--- src/rtl/bcd_score_counter_if.sv ---
// bcd_score_counter_if
// Purpose: bundles the game-event inputs and the score/status outputs of
//          bcd_score_counter into one port.
// Parameter: DIGITS - number of packed BCD digits carried on score/hi_score.
// Signals:
//   game_start, game_over, game_tick  one-cycle event pulses into the counter
//   score, hi_score                   packed BCD, digit 0 in bits [3:0]
//   active, at_max                    status levels
//   milestone, rollover, new_record   one-cycle event pulses out of the counter
// Modports: master drives the events (game logic side); slave is the counter.
interface bcd_score_counter_if #(
  parameter int DIGITS = 4
);
  logic                  game_start;
  logic                  game_over;
  logic                  game_tick;
  logic [4*DIGITS-1:0]   score;
  logic                  active;
  logic                  milestone;
  logic                  at_max;
  logic                  rollover;
  logic [4*DIGITS-1:0]   hi_score;
  logic                  new_record;

  modport master (
    output game_start, game_over, game_tick,
    input  score, active, milestone, at_max, rollover, hi_score, new_record
  );

  modport slave (
    input  game_start, game_over, game_tick,
    output score, active, milestone, at_max, rollover, hi_score, new_record
  );
endinterface

--- src/rtl/bcd_score_counter.sv ---
// bcd_score_counter
// Purpose: decimal game-score counter for the Dino game. Tracks the game state
//          (IDLE/RUN/OVER) from start/over pulses and advances a packed BCD
//          score once every TICK_DIV qualifying end-of-frame ticks.
// Parameters:
//   DIGITS          number of BCD digits (1..8)
//   TICK_DIV        qualifying ticks per score increment (1..255)
//   WRAP            0 = saturate at all 9s, 1 = wrap to all 0s
//   MILESTONE_DIGIT digit index whose change raises milestone (< DIGITS)
// Ports:
//   clk    system clock
//   rst_n  synchronous active-low reset
//   bus    bcd_score_counter_if.slave: game_start/game_over/game_tick in;
//          score, active, milestone, at_max, rollover, hi_score, new_record out
// Optional feature: define SCORE_HISCORE_EN to build the high-score register.
//   Without it hi_score and new_record are constant 0.
module bcd_score_counter #(
  parameter int DIGITS          = 4,
  parameter int TICK_DIV        = 1,
  parameter int WRAP            = 0,
  parameter int MILESTONE_DIGIT = 2
) (
  input logic                 clk,
  input logic                 rst_n,
  bcd_score_counter_if.slave  bus
);

  localparam int         W          = 4 * DIGITS;
  localparam logic [7:0] PRESC_LAST = 8'(TICK_DIV - 1);

  typedef enum logic [1:0] {IDLE, RUN, OVER} state_t;

  state_t         state_q, state_d;
  logic [W-1:0]   score_q, score_d;
  logic [7:0]     presc_q, presc_d;
  logic           active_q;
  logic           milestone_q, milestone_d;
  logic           rollover_q, rollover_d;
  logic           at_max_q;

  logic [W-1:0]   inc_score;
  logic           all_nines;
  logic           ms_carry;

  // Ripple BCD increment of the current score. A digit advances only while
  // the carry is still set, i.e. every digit below it was 9. The carry left
  // over after the top digit means the whole score is 9...9. ms_carry is the
  // carry arriving at the milestone digit, which is exactly when that digit
  // changes value.
  always_comb begin
    inc_score = score_q;
    all_nines = 1'b1;
    ms_carry  = 1'b0;
    for (int k = 0; k < DIGITS; k++) begin
      if (k == MILESTONE_DIGIT) ms_carry = all_nines;
      if (all_nines) begin
        if (score_q[4*k +: 4] == 4'd9) begin
          inc_score[4*k +: 4] = 4'd0;
        end else begin
          inc_score[4*k +: 4] = score_q[4*k +: 4] + 4'd1;
          all_nines           = 1'b0;
        end
      end
    end
  end

  // Next-state logic. In RUN game_over takes priority over game_start; in
  // IDLE/OVER only game_start matters. A tick only qualifies in RUN when no
  // start/over is present in the same cycle.
  always_comb begin
    state_d     = state_q;
    score_d     = score_q;
    presc_d     = presc_q;
    milestone_d = 1'b0;
    rollover_d  = 1'b0;
    case (state_q)
      RUN: begin
        if (bus.game_over) begin
          state_d = OVER;
        end else if (bus.game_start) begin
          score_d = '0;
          presc_d = '0;
        end else if (bus.game_tick) begin
          if (presc_q == PRESC_LAST) begin
            presc_d = '0;
            // Saturating build holds at 9...9 without any pulse.
            if (!(all_nines && (WRAP == 0))) begin
              score_d     = inc_score;
              milestone_d = ms_carry;
              rollover_d  = all_nines;
            end
          end else begin
            presc_d = presc_q + 8'd1;
          end
        end
      end
      IDLE, OVER: begin
        if (bus.game_start) begin
          state_d = RUN;
          score_d = '0;
          presc_d = '0;
        end
      end
      default: state_d = IDLE;
    endcase
  end

  // State and output registers. at_max is the all-9s compare of the score
  // register delayed by one cycle; it never rises in the wrapping build.
  always_ff @(posedge clk) begin
    if (!rst_n) begin
      state_q     <= IDLE;
      score_q     <= '0;
      presc_q     <= '0;
      active_q    <= 1'b0;
      milestone_q <= 1'b0;
      rollover_q  <= 1'b0;
      at_max_q    <= 1'b0;
    end else begin
      state_q     <= state_d;
      score_q     <= score_d;
      presc_q     <= presc_d;
      active_q    <= (state_d == RUN);
      milestone_q <= milestone_d;
      rollover_q  <= rollover_d;
      at_max_q    <= (WRAP == 0) && all_nines;
    end
  end

  assign bus.score     = score_q;
  assign bus.active    = active_q;
  assign bus.milestone = milestone_q;
  assign bus.rollover  = rollover_q;
  assign bus.at_max    = at_max_q;

`ifdef SCORE_HISCORE_EN
  logic         enter_over_q;
  logic [W-1:0] hi_q;
  logic         new_record_q;

  // enter_over_q marks the first cycle spent in OVER; the compare happens on
  // the following edge against the frozen final score. Packed BCD orders the
  // same way as its decimal value, so a plain unsigned compare is enough.
  // A restart inside RUN never passes through OVER and so never records.
  always_ff @(posedge clk) begin
    if (!rst_n) begin
      enter_over_q <= 1'b0;
      hi_q         <= '0;
      new_record_q <= 1'b0;
    end else begin
      enter_over_q <= (state_q == RUN) && bus.game_over;
      new_record_q <= 1'b0;
      if (enter_over_q && (score_q > hi_q)) begin
        hi_q         <= score_q;
        new_record_q <= 1'b1;
      end
    end
  end

  assign bus.hi_score   = hi_q;
  assign bus.new_record = new_record_q;
`else
  assign bus.hi_score   = '0;
  assign bus.new_record = 1'b0;
`endif

endmodule
--- src/flat_wrapper.sv ---
// flat-port wrapper written by rule: the top's interface ports become plain ports
module bcd_score_counter_flat 
#(
  parameter int DIGITS          = 4,
  parameter int TICK_DIV        = 1,
  parameter int WRAP            = 0,
  parameter int MILESTONE_DIGIT = 2
)
  (clk, rst_n, bus_game_start, bus_game_over, bus_game_tick, bus_score, bus_active, bus_milestone, bus_at_max, bus_rollover, bus_hi_score, bus_new_record);
  bcd_score_counter_if #(.DIGITS(DIGITS)) bus_i ();
  input logic clk;
  input logic rst_n;
  input wire logic [$bits(bus_i.game_start)-1:0] bus_game_start;
  input wire logic [$bits(bus_i.game_over)-1:0] bus_game_over;
  input wire logic [$bits(bus_i.game_tick)-1:0] bus_game_tick;
  output wire logic [$bits(bus_i.score)-1:0] bus_score;
  output wire logic [$bits(bus_i.active)-1:0] bus_active;
  output wire logic [$bits(bus_i.milestone)-1:0] bus_milestone;
  output wire logic [$bits(bus_i.at_max)-1:0] bus_at_max;
  output wire logic [$bits(bus_i.rollover)-1:0] bus_rollover;
  output wire logic [$bits(bus_i.hi_score)-1:0] bus_hi_score;
  output wire logic [$bits(bus_i.new_record)-1:0] bus_new_record;
  assign bus_i.game_start = bus_game_start;
  assign bus_i.game_over = bus_game_over;
  assign bus_i.game_tick = bus_game_tick;
  assign bus_score = bus_i.score;
  assign bus_active = bus_i.active;
  assign bus_milestone = bus_i.milestone;
  assign bus_at_max = bus_i.at_max;
  assign bus_rollover = bus_i.rollover;
  assign bus_hi_score = bus_i.hi_score;
  assign bus_new_record = bus_i.new_record;
  bcd_score_counter #(.DIGITS(DIGITS), .TICK_DIV(TICK_DIV), .WRAP(WRAP), .MILESTONE_DIGIT(MILESTONE_DIGIT)) u_core (.clk(clk), .rst_n(rst_n), .bus(bus_i));
endmodule
--- config.mk ---
export PLATFORM = sky130hd
export DESIGN_NAME = bcd_score_counter_flat
export DESIGN_NICKNAME = d
export VERILOG_FILES = /design/src/rtl/bcd_score_counter_if.sv /design/src/rtl/bcd_score_counter.sv /design/src/flat_wrapper.sv
export SDC_FILE = /design/constraint.sdc
export NUM_CORES = 1
export LEC_CHECK = 0
export ABC_AREA = 0
export CORE_MARGIN = 1
export CORE_UTILIZATION = 40
export DETAILED_ROUTE_END_ITERATION = 6
export DONT_BUFFER_PORTS = 1
export PLACE_DENSITY_LB_ADDON = 0.2
export SYNTH_ARGS = -nofsm -noshare
export SYNTH_HDL_FRONTEND = slang
export SYNTH_SLANG_ARGS = --single-unit
--- constraint.sdc ---
create_clock -name clk -period 4.56 [get_ports clk]
set_clock_uncertainty 0.1 [all_clocks]
set_input_delay 0.912 -clock clk [delete_from_list [all_inputs] [get_ports clk]]
set_output_delay 0.912 -clock clk [all_outputs]
set_load 0.01 [all_outputs]
==> flow_results.xml, run 1 <==
<?xml version="1.0" encoding="UTF-8"?>
<metrics>
  <group name="run_status">
    <metric name="outcome" unit="">completed</metric>
  </group>
  <group name="synthesis">
    <metric name="avg_synthesized_cell_area" unit="um^2">8.828</metric>
    <metric name="post_synth_num_cell_types" unit="">49</metric>
    <metric name="synth-edff-count" unit="">0</metric>
    <metric name="cell_area_after_synthesis" unit="um^2">1739</metric>
    <metric name="synth_sequential_area_ratio" unit="%">33.38</metric>
    <metric name="yosys_warnings" unit="">0</metric>
    <metric name="postSynthRegisterBits" unit="">29</metric>
    <metric name="synth_most_common_cell" unit="">sky130_fd_sc_hd__dfxtp_1</metric>
    <metric name="synth_commonest_cells" unit="">sky130_fd_sc_hd__dfxtp_1, sky130_fd_sc_hd__buf_4, sky130_fd_sc_hd__nand2_1</metric>
    <metric name="synth_cells" unit="">197</metric>
    <metric name="synth_top_cell_area_share" unit="%">33.38</metric>
    <metric name="async_flop_share" unit="%">0</metric>
    <metric name="yosys_most_used_dff" unit="">sky130_fd_sc_hd__dfxtp_1</metric>
    <metric name="synthTopCellsByArea" unit="">sky130_fd_sc_hd__dfxtp_1, sky130_fd_sc_hd__buf_4, sky130_fd_sc_hd__ha_1</metric>
    <metric name="synth_top_cell_by_area" unit="">sky130_fd_sc_hd__dfxtp_1</metric>
  </group>
  <group name="clock_tree">
    <metric name="cts_clk_pin_slew_worst_paths" unit="ns">0.07</metric>
    <metric name="tritoncts_num_sinks" unit="">29</metric>
    <metric name="worstSkewPairLatency" unit="ns">0.28</metric>
    <metric name="cts_htree_levels" unit="">2</metric>
    <metric name="cts_buffers" unit="">5</metric>
    <metric name="postCtsHoldBufs" unit="">0</metric>
    <metric name="cts_tree" unit="">built</metric>
    <metric name="post_cts_buffers" unit="">0</metric>
    <metric name="root_buffer" unit="">sky130_fd_sc_hd__clkbuf_8</metric>
    <metric name="cts_repair_resizes" unit="">0</metric>
    <metric name="cts.path.max_buffers" unit="">2</metric>
  </group>
  <group name="setup_path">
    <metric name="critPathArrivalTime" unit="ns">2.43</metric>
    <metric name="cp_max_fo" unit="">11</metric>
    <metric name="worst_setup_path_start_kind" unit="">input pin</metric>
    <metric name="critical_path.endpoint_type" unit="">register</metric>
    <metric name="worst-endpoint-required" unit="ns">4.67</metric>
    <metric name="worstSetupPathType" unit="">in -&gt; reg</metric>
  </group>
  <group name="route">
    <metric name="avgRoutedWirePerCell" unit="um">13.94</metric>
    <metric name="drc" unit="">0</metric>
    <metric name="highest_layer" unit="">met4</metric>
    <metric name="vias" unit="">1348</metric>
    <metric name="wirelength" unit="mm">3.458</metric>
    <metric name="met2WireLength" unit="mm">1.690</metric>
    <metric name="route.met3.wl" unit="um">214</metric>
    <metric name="wl_met1" unit="mm">1.506</metric>
    <metric name="ant_nets" unit="">0</metric>
    <metric name="viasPerCell" unit="">5.435</metric>
    <metric name="dr.first_iter.drc_count" unit="">74</metric>
    <metric name="drt_pre_antenna_iters" unit="">5</metric>
  </group>
  <group name="power_and_ir_drop">
    <metric name="p_leak" unit="uW">0.0007039</metric>
    <metric name="net-switching-power" unit="uW">135.8</metric>
    <metric name="clkPwrFrac" unit="%">50.8</metric>
    <metric name="cellPowerDensity" unit="nW/um^2">342.3</metric>
    <metric name="vdd_drop_max" unit="mV">0.1464</metric>
    <metric name="internal_power" unit="uW">489.0</metric>
    <metric name="power_switching_share" unit="%">21.74</metric>
    <metric name="power.sequential.fraction" unit="%">42.1</metric>
    <metric name="report.power.total" unit="uW">624.8</metric>
    <metric name="power.share.combinational" unit="%">7.2</metric>
  </group>
  <group name="floorplanning">
    <metric name="die_area" unit="um^2">4616</metric>
    <metric name="core_region_area" unit="um^2">4086</metric>
    <metric name="pin_count" unit="">42</metric>
    <metric name="effective_utilization_at_floorplan" unit="%">42.56</metric>
    <metric name="die_h" unit="um">67.94</metric>
    <metric name="rows" unit="">23</metric>
    <metric name="dieWidth" unit="um">67.94</metric>
  </group>
  <group name="global_route">
    <metric name="gr-total-overflow" unit="">0</metric>
    <metric name="grt_pass1_vias" unit="">1274</metric>
    <metric name="grt_antenna_before_repair" unit="">0</metric>
    <metric name="grt_max_degree" unit="">25</metric>
    <metric name="globalRouteTotalUtil" unit="%">16.82</metric>
    <metric name="grt_pass1_wl" unit="mm">5.796</metric>
  </group>
  <group name="placement">
    <metric name="gpl.final_weighted_congestion" unit="">0.8018</metric>
    <metric name="io_buffers" unit="">0</metric>
    <metric name="dp_hpwl" unit="mm">2.520</metric>
    <metric name="dpl-instance-area" unit="um^2">1692</metric>
    <metric name="post-place-cells" unit="">240</metric>
  </group>
  <group name="sta">
    <metric name="final.min_clock_period" unit="ns">2.312</metric>
    <metric name="report.final.setup_viol" unit="">0</metric>
    <metric name="setup_tns" unit="ns">0</metric>
    <metric name="rsz0062_at_grt" unit="">false</metric>
    <metric name="drv_slew" unit="">0</metric>
    <metric name="worst_slew_margin_rel" unit="%">66.24</metric>
    <metric name="timing.final.hold_violations" unit="">0</metric>
    <metric name="final.hold.worst_slack" unit="ns">0.4492</metric>
    <metric name="timing_worst_slew_pin_value" unit="ns">0.5042</metric>
    <metric name="fmax" unit="MHz">432.6</metric>
    <metric name="period_share" unit="%">50.69</metric>
  </group>
  <group name="final_layout">
    <metric name="post_layout_nonfiller_instances" unit="">248</metric>
    <metric name="antenna_cell_count" unit="">0</metric>
    <metric name="final_net_count" unit="">210</metric>
    <metric name="areaGrowthSynthToFinish" unit="%">4.964</metric>
    <metric name="drive_above_1_share" unit="%">9.091</metric>
    <metric name="area.sequential" unit="um^2">580.6</metric>
    <metric name="filler_cell_count" unit="">401</metric>
    <metric name="multiInputGateArea" unit="um^2">1026</metric>
    <metric name="design_area" unit="um^2">1826</metric>
  </group>
  <group name="worst_hold_path">
    <metric name="hold_path.class" unit="">reg -&gt; reg</metric>
  </group>
  <group name="flow_run">
    <metric name="max_cap_viol_count" unit="">0</metric>
  </group>
</metrics>
## worst paths after layout
check,start,end,slack [ns],depth (start not counted)
worst max register to register,u_core.bus.score[0]$_SDFFE_PN0P_,u_core.bus.score[13]$_SDFFE_PN0P_,2.38,6
worst max-delay path,bus_game_over,u_core.bus.score[11]$_SDFFE_PN0P_,2.25,5
worst min register to register,u_core.bus.score[1]$_SDFFE_PN0P_,u_core.bus.score[1]$_SDFFE_PN0P_,0.45,2
worst min-delay path,u_core.bus.score[1]$_SDFFE_PN0P_,u_core.bus.score[1]$_SDFFE_PN0P_,0.45,2
## cells by family after synthesis
family,share of synthesized area (%)
AND/OR/NAND/NOR,28.71
other,0.2156
buffers and inverters,11.29
XOR/XNOR,3.525
multiplexers,1.727
adder cells (fa/ha/maj),5.756
AO/OA/AOI/OAI,15.40
flip-flops,33.38
## area by class of cell
| type | instances | area share [%] |
|---|---|---|
| Multi-Input combinational cell | 155 | 56.20 |
| Sequential cell | 29 | 31.80 |
| Clock buffer | 5 | 3.770 |
| Clock inverter | 3 | 3.564 |
| Tap cell | 50 | 3.427 |
| Inverter | 6 | 1.234 |
## sequential cells by signal, summed over array words and instances, names as in the netlist
signal,flops
u_core.state_q,2
u_core.bus.score,16
u_core.presc_q,8
u_core.bus.milestone,1
u_core.bus.active,1
u_core.bus.at_max,1
## per-layer routing
layer  up-vias  track usage [%]
li1        667                -
met1       634            20.67
met2        43            27.08
met3         4            5.000
met4         0            7.031
met5         -                0
## power groups by stage
| stage | Sequential (uW) | Clock [uW] | Combinational [uW] |
|---|---|---|---|
| finish | 263 | 317 | 44.9 |
| global route | 263 | 337 | 49.9 |
| CTS | 263 | 325 | 44.7 |
| detailed placement | 268 | 0 | 44.2 |
| global placement | 268 | 0 | 43.3 |
| floorplan | 266 | 0 | 54.1 |
## cells in the final DEF, fill, tap and decap left out, types with 2 or more instances in the layout
| master | count |
|---|---|
| sky130_fd_sc_hd__a21boi_1 | 8 |
| sky130_fd_sc_hd__a21oi_1 | 2 |
| sky130_fd_sc_hd__and2_1 | 3 |
| sky130_fd_sc_hd__and3_1 | 5 |
| sky130_fd_sc_hd__and3b_1 | 3 |
| sky130_fd_sc_hd__bufinv_16 | 2 |
| sky130_fd_sc_hd__clkbuf_8 | 5 |
| sky130_fd_sc_hd__conb_1 | 18 |
| sky130_fd_sc_hd__dfxtp_1 | 29 |
| sky130_fd_sc_hd__ha_1 | 8 |
| sky130_fd_sc_hd__inv_1 | 6 |
| sky130_fd_sc_hd__mux2i_1 | 3 |
| sky130_fd_sc_hd__nand2_1 | 16 |
| sky130_fd_sc_hd__nand2b_1 | 4 |
| sky130_fd_sc_hd__nand3_1 | 11 |
| sky130_fd_sc_hd__nand3b_1 | 4 |
| sky130_fd_sc_hd__nand4_1 | 3 |
| sky130_fd_sc_hd__nor2_1 | 14 |
| sky130_fd_sc_hd__nor3b_1 | 2 |
| sky130_fd_sc_hd__o211ai_1 | 4 |
| sky130_fd_sc_hd__o21ai_0 | 8 |
| sky130_fd_sc_hd__o41ai_1 | 2 |
| sky130_fd_sc_hd__or3_1 | 5 |
| sky130_fd_sc_hd__or4_1 | 4 |
| sky130_fd_sc_hd__xnor2_1 | 4 |
| sky130_fd_sc_hd__xor2_1 | 3 |
## through the flow
step                worst slack, ns  utilization [%]
floorplan                     2.240                -
global placement              2.029            41.40
detailed placement            1.971            41.40
CTS                           2.265            44.67
global route                  2.151            44.67
finish                        2.248            44.67
## worst max-delay path, stage by stage
cell	delay (ns)
sky130_fd_sc_hd__or2_4	0.24
sky130_fd_sc_hd__a21oi_4	0.38
sky130_fd_sc_hd__o211ai_2	0.25
sky130_fd_sc_hd__or4_1	0.51
sky130_fd_sc_hd__a21boi_1	0.14
(Power assumes the default switching activity.)
==> inputs of run 2 (changes only) <==
Clock period 4.56 ns to 2.2 ns, I/O delays scaled along.
==> run 2 against run 1 <==
  * First-iteration DRC count is 38% lower
  * Global-route usage is 0.38 points lower
  * Register-to-register slack worse by 2.2 ns
  * Largest cell class unchanged
  * Setup slack worse by 2.1 ns
  * Wire length is 1.3% lower
  * Count of clock-buffer cells in the layout is 2 higher
  * Design area is 1.9% higher
  * Sequential power is 110% higher
==> flow_results.xml, run 2 (synthesis gave the netlist of run 1 again) <==
<?xml version="1.0" encoding="UTF-8"?>
<metrics>
  <group name="sta">
    <metric name="fmax" unit="MHz">496.7</metric>
    <metric name="report.final.setup_viol" unit="">0</metric>
    <metric name="setup_tns" unit="ns">0</metric>
    <metric name="period_share" unit="%">91.51</metric>
    <metric name="layout_setup_ws" unit="ns">0.1867</metric>
    <metric name="final.min_clock_period" unit="ns">2.013</metric>
    <metric name="timing.final.hold_violations" unit="">0</metric>
    <metric name="rsz0062_at_grt" unit="">false</metric>
    <metric name="drv_slew" unit="">0</metric>
  </group>
  <group name="placement">
    <metric name="preCtsSetupSlack" unit="ns">0.04008</metric>
    <metric name="gpl.final_weighted_congestion" unit="">0.8626</metric>
    <metric name="post-place-cells" unit="">247</metric>
    <metric name="dpl-instance-area" unit="um^2">1744</metric>
    <metric name="io_buffers" unit="">0</metric>
    <metric name="dp_hpwl" unit="mm">2.578</metric>
  </group>
  <group name="final_layout">
    <metric name="antenna_cell_count" unit="">0</metric>
    <metric name="filler_cell_count" unit="">413</metric>
    <metric name="design_area" unit="um^2">1859</metric>
    <metric name="mostFrequentLayoutCells" unit="">sky130_fd_sc_hd__dfxtp_1, sky130_fd_sc_hd__conb_1, sky130_fd_sc_hd__nand2_1</metric>
    <metric name="area.sequential" unit="um^2">580.6</metric>
    <metric name="leading_cell_type_in_the_layout_fill_and_taps_excluded" unit="">sky130_fd_sc_hd__dfxtp_1</metric>
    <metric name="post_layout_nonfiller_instances" unit="">257</metric>
    <metric name="drive_above_1_share" unit="%">13.04</metric>
    <metric name="final_net_count" unit="">220</metric>
    <metric name="areaGrowthSynthToFinish" unit="%">6.906</metric>
    <metric name="multiInputGateArea" unit="um^2">1032</metric>
    <metric name="largest_register_ff_count" unit="">16</metric>
  </group>
  <group name="power_and_ir_drop">
    <metric name="vdd_drop_max" unit="mV">0.2333</metric>
    <metric name="p_leak" unit="uW">0.0007303</metric>
    <metric name="internal_power" unit="uW">823.0</metric>
    <metric name="power_switching_share" unit="%">24.64</metric>
    <metric name="net-switching-power" unit="uW">269.1</metric>
    <metric name="power.sequential.fraction" unit="%">49.7</metric>
    <metric name="power.share.combinational" unit="%">9.9</metric>
    <metric name="report.power.total" unit="uW">1092</metric>
    <metric name="cellPowerDensity" unit="nW/um^2">587.4</metric>
    <metric name="clkPwrFrac" unit="%">40.4</metric>
  </group>
  <group name="setup_path">
    <metric name="critPathArrivalTime" unit="ns">2.13</metric>
    <metric name="worstSetupPathType" unit="">reg -&gt; reg</metric>
    <metric name="worst-endpoint-required" unit="ns">2.31</metric>
    <metric name="cp_max_fo" unit="">8</metric>
    <metric name="critical_path.endpoint_type" unit="">register</metric>
    <metric name="worst_setup_path_start_kind" unit="">register</metric>
  </group>
  <group name="floorplanning">
    <metric name="rows" unit="">23</metric>
    <metric name="dieWidth" unit="um">67.94</metric>
    <metric name="pin_count" unit="">42</metric>
    <metric name="effective_utilization_at_floorplan" unit="%">42.56</metric>
    <metric name="die_h" unit="um">67.94</metric>
    <metric name="die_area" unit="um^2">4616</metric>
    <metric name="core_region_area" unit="um^2">4086</metric>
  </group>
  <group name="route">
    <metric name="drc" unit="">0</metric>
    <metric name="dr.first_iter.drc_count" unit="">46</metric>
    <metric name="drt_pre_antenna_iters" unit="">4</metric>
    <metric name="avgRoutedWirePerCell" unit="um">13.28</metric>
    <metric name="vias" unit="">1347</metric>
    <metric name="wirelength" unit="mm">3.412</metric>
    <metric name="ant_nets" unit="">0</metric>
    <metric name="viasPerCell" unit="">5.241</metric>
  </group>
  <group name="clock_tree">
    <metric name="cts_tree" unit="">built</metric>
    <metric name="root_buffer" unit="">sky130_fd_sc_hd__clkbuf_8</metric>
    <metric name="cts.path.max_buffers" unit="">2</metric>
    <metric name="cts_clk_pin_slew_worst_paths" unit="ns">0.06</metric>
    <metric name="worstSkewPairLatency" unit="ns">0.28</metric>
    <metric name="postCtsHoldBufs" unit="">0</metric>
    <metric name="cts_htree_levels" unit="">2</metric>
    <metric name="tritoncts_num_sinks" unit="">29</metric>
    <metric name="cts_buffers" unit="">5</metric>
  </group>
  <group name="global_route">
    <metric name="grt_pass1_vias" unit="">1230</metric>
    <metric name="globalRouteTotalUtil" unit="%">16.44</metric>
    <metric name="grt_pass1_wl" unit="mm">5.547</metric>
    <metric name="gr-total-overflow" unit="">0</metric>
    <metric name="grt_max_degree" unit="">25</metric>
    <metric name="grt_antenna_before_repair" unit="">0</metric>
  </group>
  <group name="flow_run">
    <metric name="max_cap_viol_count" unit="">0</metric>
  </group>
  <group name="run_status">
    <metric name="outcome" unit="">completed</metric>
  </group>
  <group name="worst_hold_path">
    <metric name="hold_path.class" unit="">in -&gt; reg</metric>
  </group>
</metrics>
## run 2: changes by cell type in the layout (fill, tap and decap cells not counted)
| cell | previous run | this run |
|---|---|---|
| sky130_fd_sc_hd__clkinv_2 | 1 | 0 |
| sky130_fd_sc_hd__buf_4 | 0 | 10 |
| sky130_fd_sc_hd__nor4b_1 | 1 | 0 |
| sky130_fd_sc_hd__clkbuf_8 | 5 | 6 |
| sky130_fd_sc_hd__bufinv_16 | 2 | 0 |
| sky130_fd_sc_hd__clkbuf_1 | 0 | 1 |
| sky130_fd_sc_hd__nor4b_2 | 1 | 2 |
## run 2: worst max-delay path, cell delays in order, from the launching register on
cell and delay, ns:
sky130_fd_sc_hd__dfxtp_1 0.37, sky130_fd_sc_hd__inv_1 0.09, sky130_fd_sc_hd__ha_1 0.15, sky130_fd_sc_hd__nand3b_1 0.20, sky130_fd_sc_hd__a211oi_2 0.22, sky130_fd_sc_hd__o211ai_2 0.17
sky130_fd_sc_hd__or4_1 0.50, sky130_fd_sc_hd__a21boi_1 0.14
## run 2: cell type report
type / count / share of cell area, %
well taps: 50 / 3.365
inverters: 6 / 1.211
flip-flops and latches: 29 / 31.22
multi-input cells: 155 / 55.52
clock buffers: 7 / 4.643
repair buffers: 10 / 4.038
## run 2: final timing paths
check | startpoint | endpoint | slack (ns) | cells after the start
worst max register to register | u_core.bus.score[1]$_SDFFE_PN0P_ | u_core.bus.score[11]$_SDFFE_PN0P_ | 0.19 | 7
worst max-delay path | u_core.bus.score[1]$_SDFFE_PN0P_ | u_core.bus.score[11]$_SDFFE_PN0P_ | 0.19 | 7
worst min-delay path | bus_game_over | u_core.bus.milestone$_SDFF_PP0_ | 0.13 | 1
worst min register to register | u_core.bus.score[1]$_SDFFE_PN0P_ | u_core.bus.score[1]$_SDFFE_PN0P_ | 0.45 | 2
## run 2: through the flow
step / utilization, % / hold slack [ns]
final: 45.50 / 0.1324
after detailed placement: 42.68 / 0.4203
after global placement: 42.68 / 0.4204
after CTS: 44.79 / 0.1261
after floorplan: - / 0.3988
after global routing: 45.50 / 0.1202
## run 2: power by group through the flow
stage                     registers [uW]  logic [uW]  clock network (uW)
after global placement               554        96.4                   0
after floorplan                      551         112                   0
after detailed placement             555        98.3                   0
after global routing                 543         121                 474
after CTS                            543        99.2                 452
final                                543         108                 441
## run 2: what timing repair did
item | 4_1_cts | 5_1_grt
buffers inserted | 0 | 3
gates resized for setup | 0 | 1
setup endpoints to repair | 0 | 3
## run 2: metal layers
layer	GRT usage [%]	vias up	share of wire [%]
met3	5.333	7	5.7
met1	19.58	626	45
met5	0	-	0
li1	-	679	-
met4	8.854	0	2.2
met2	25.98	35	47
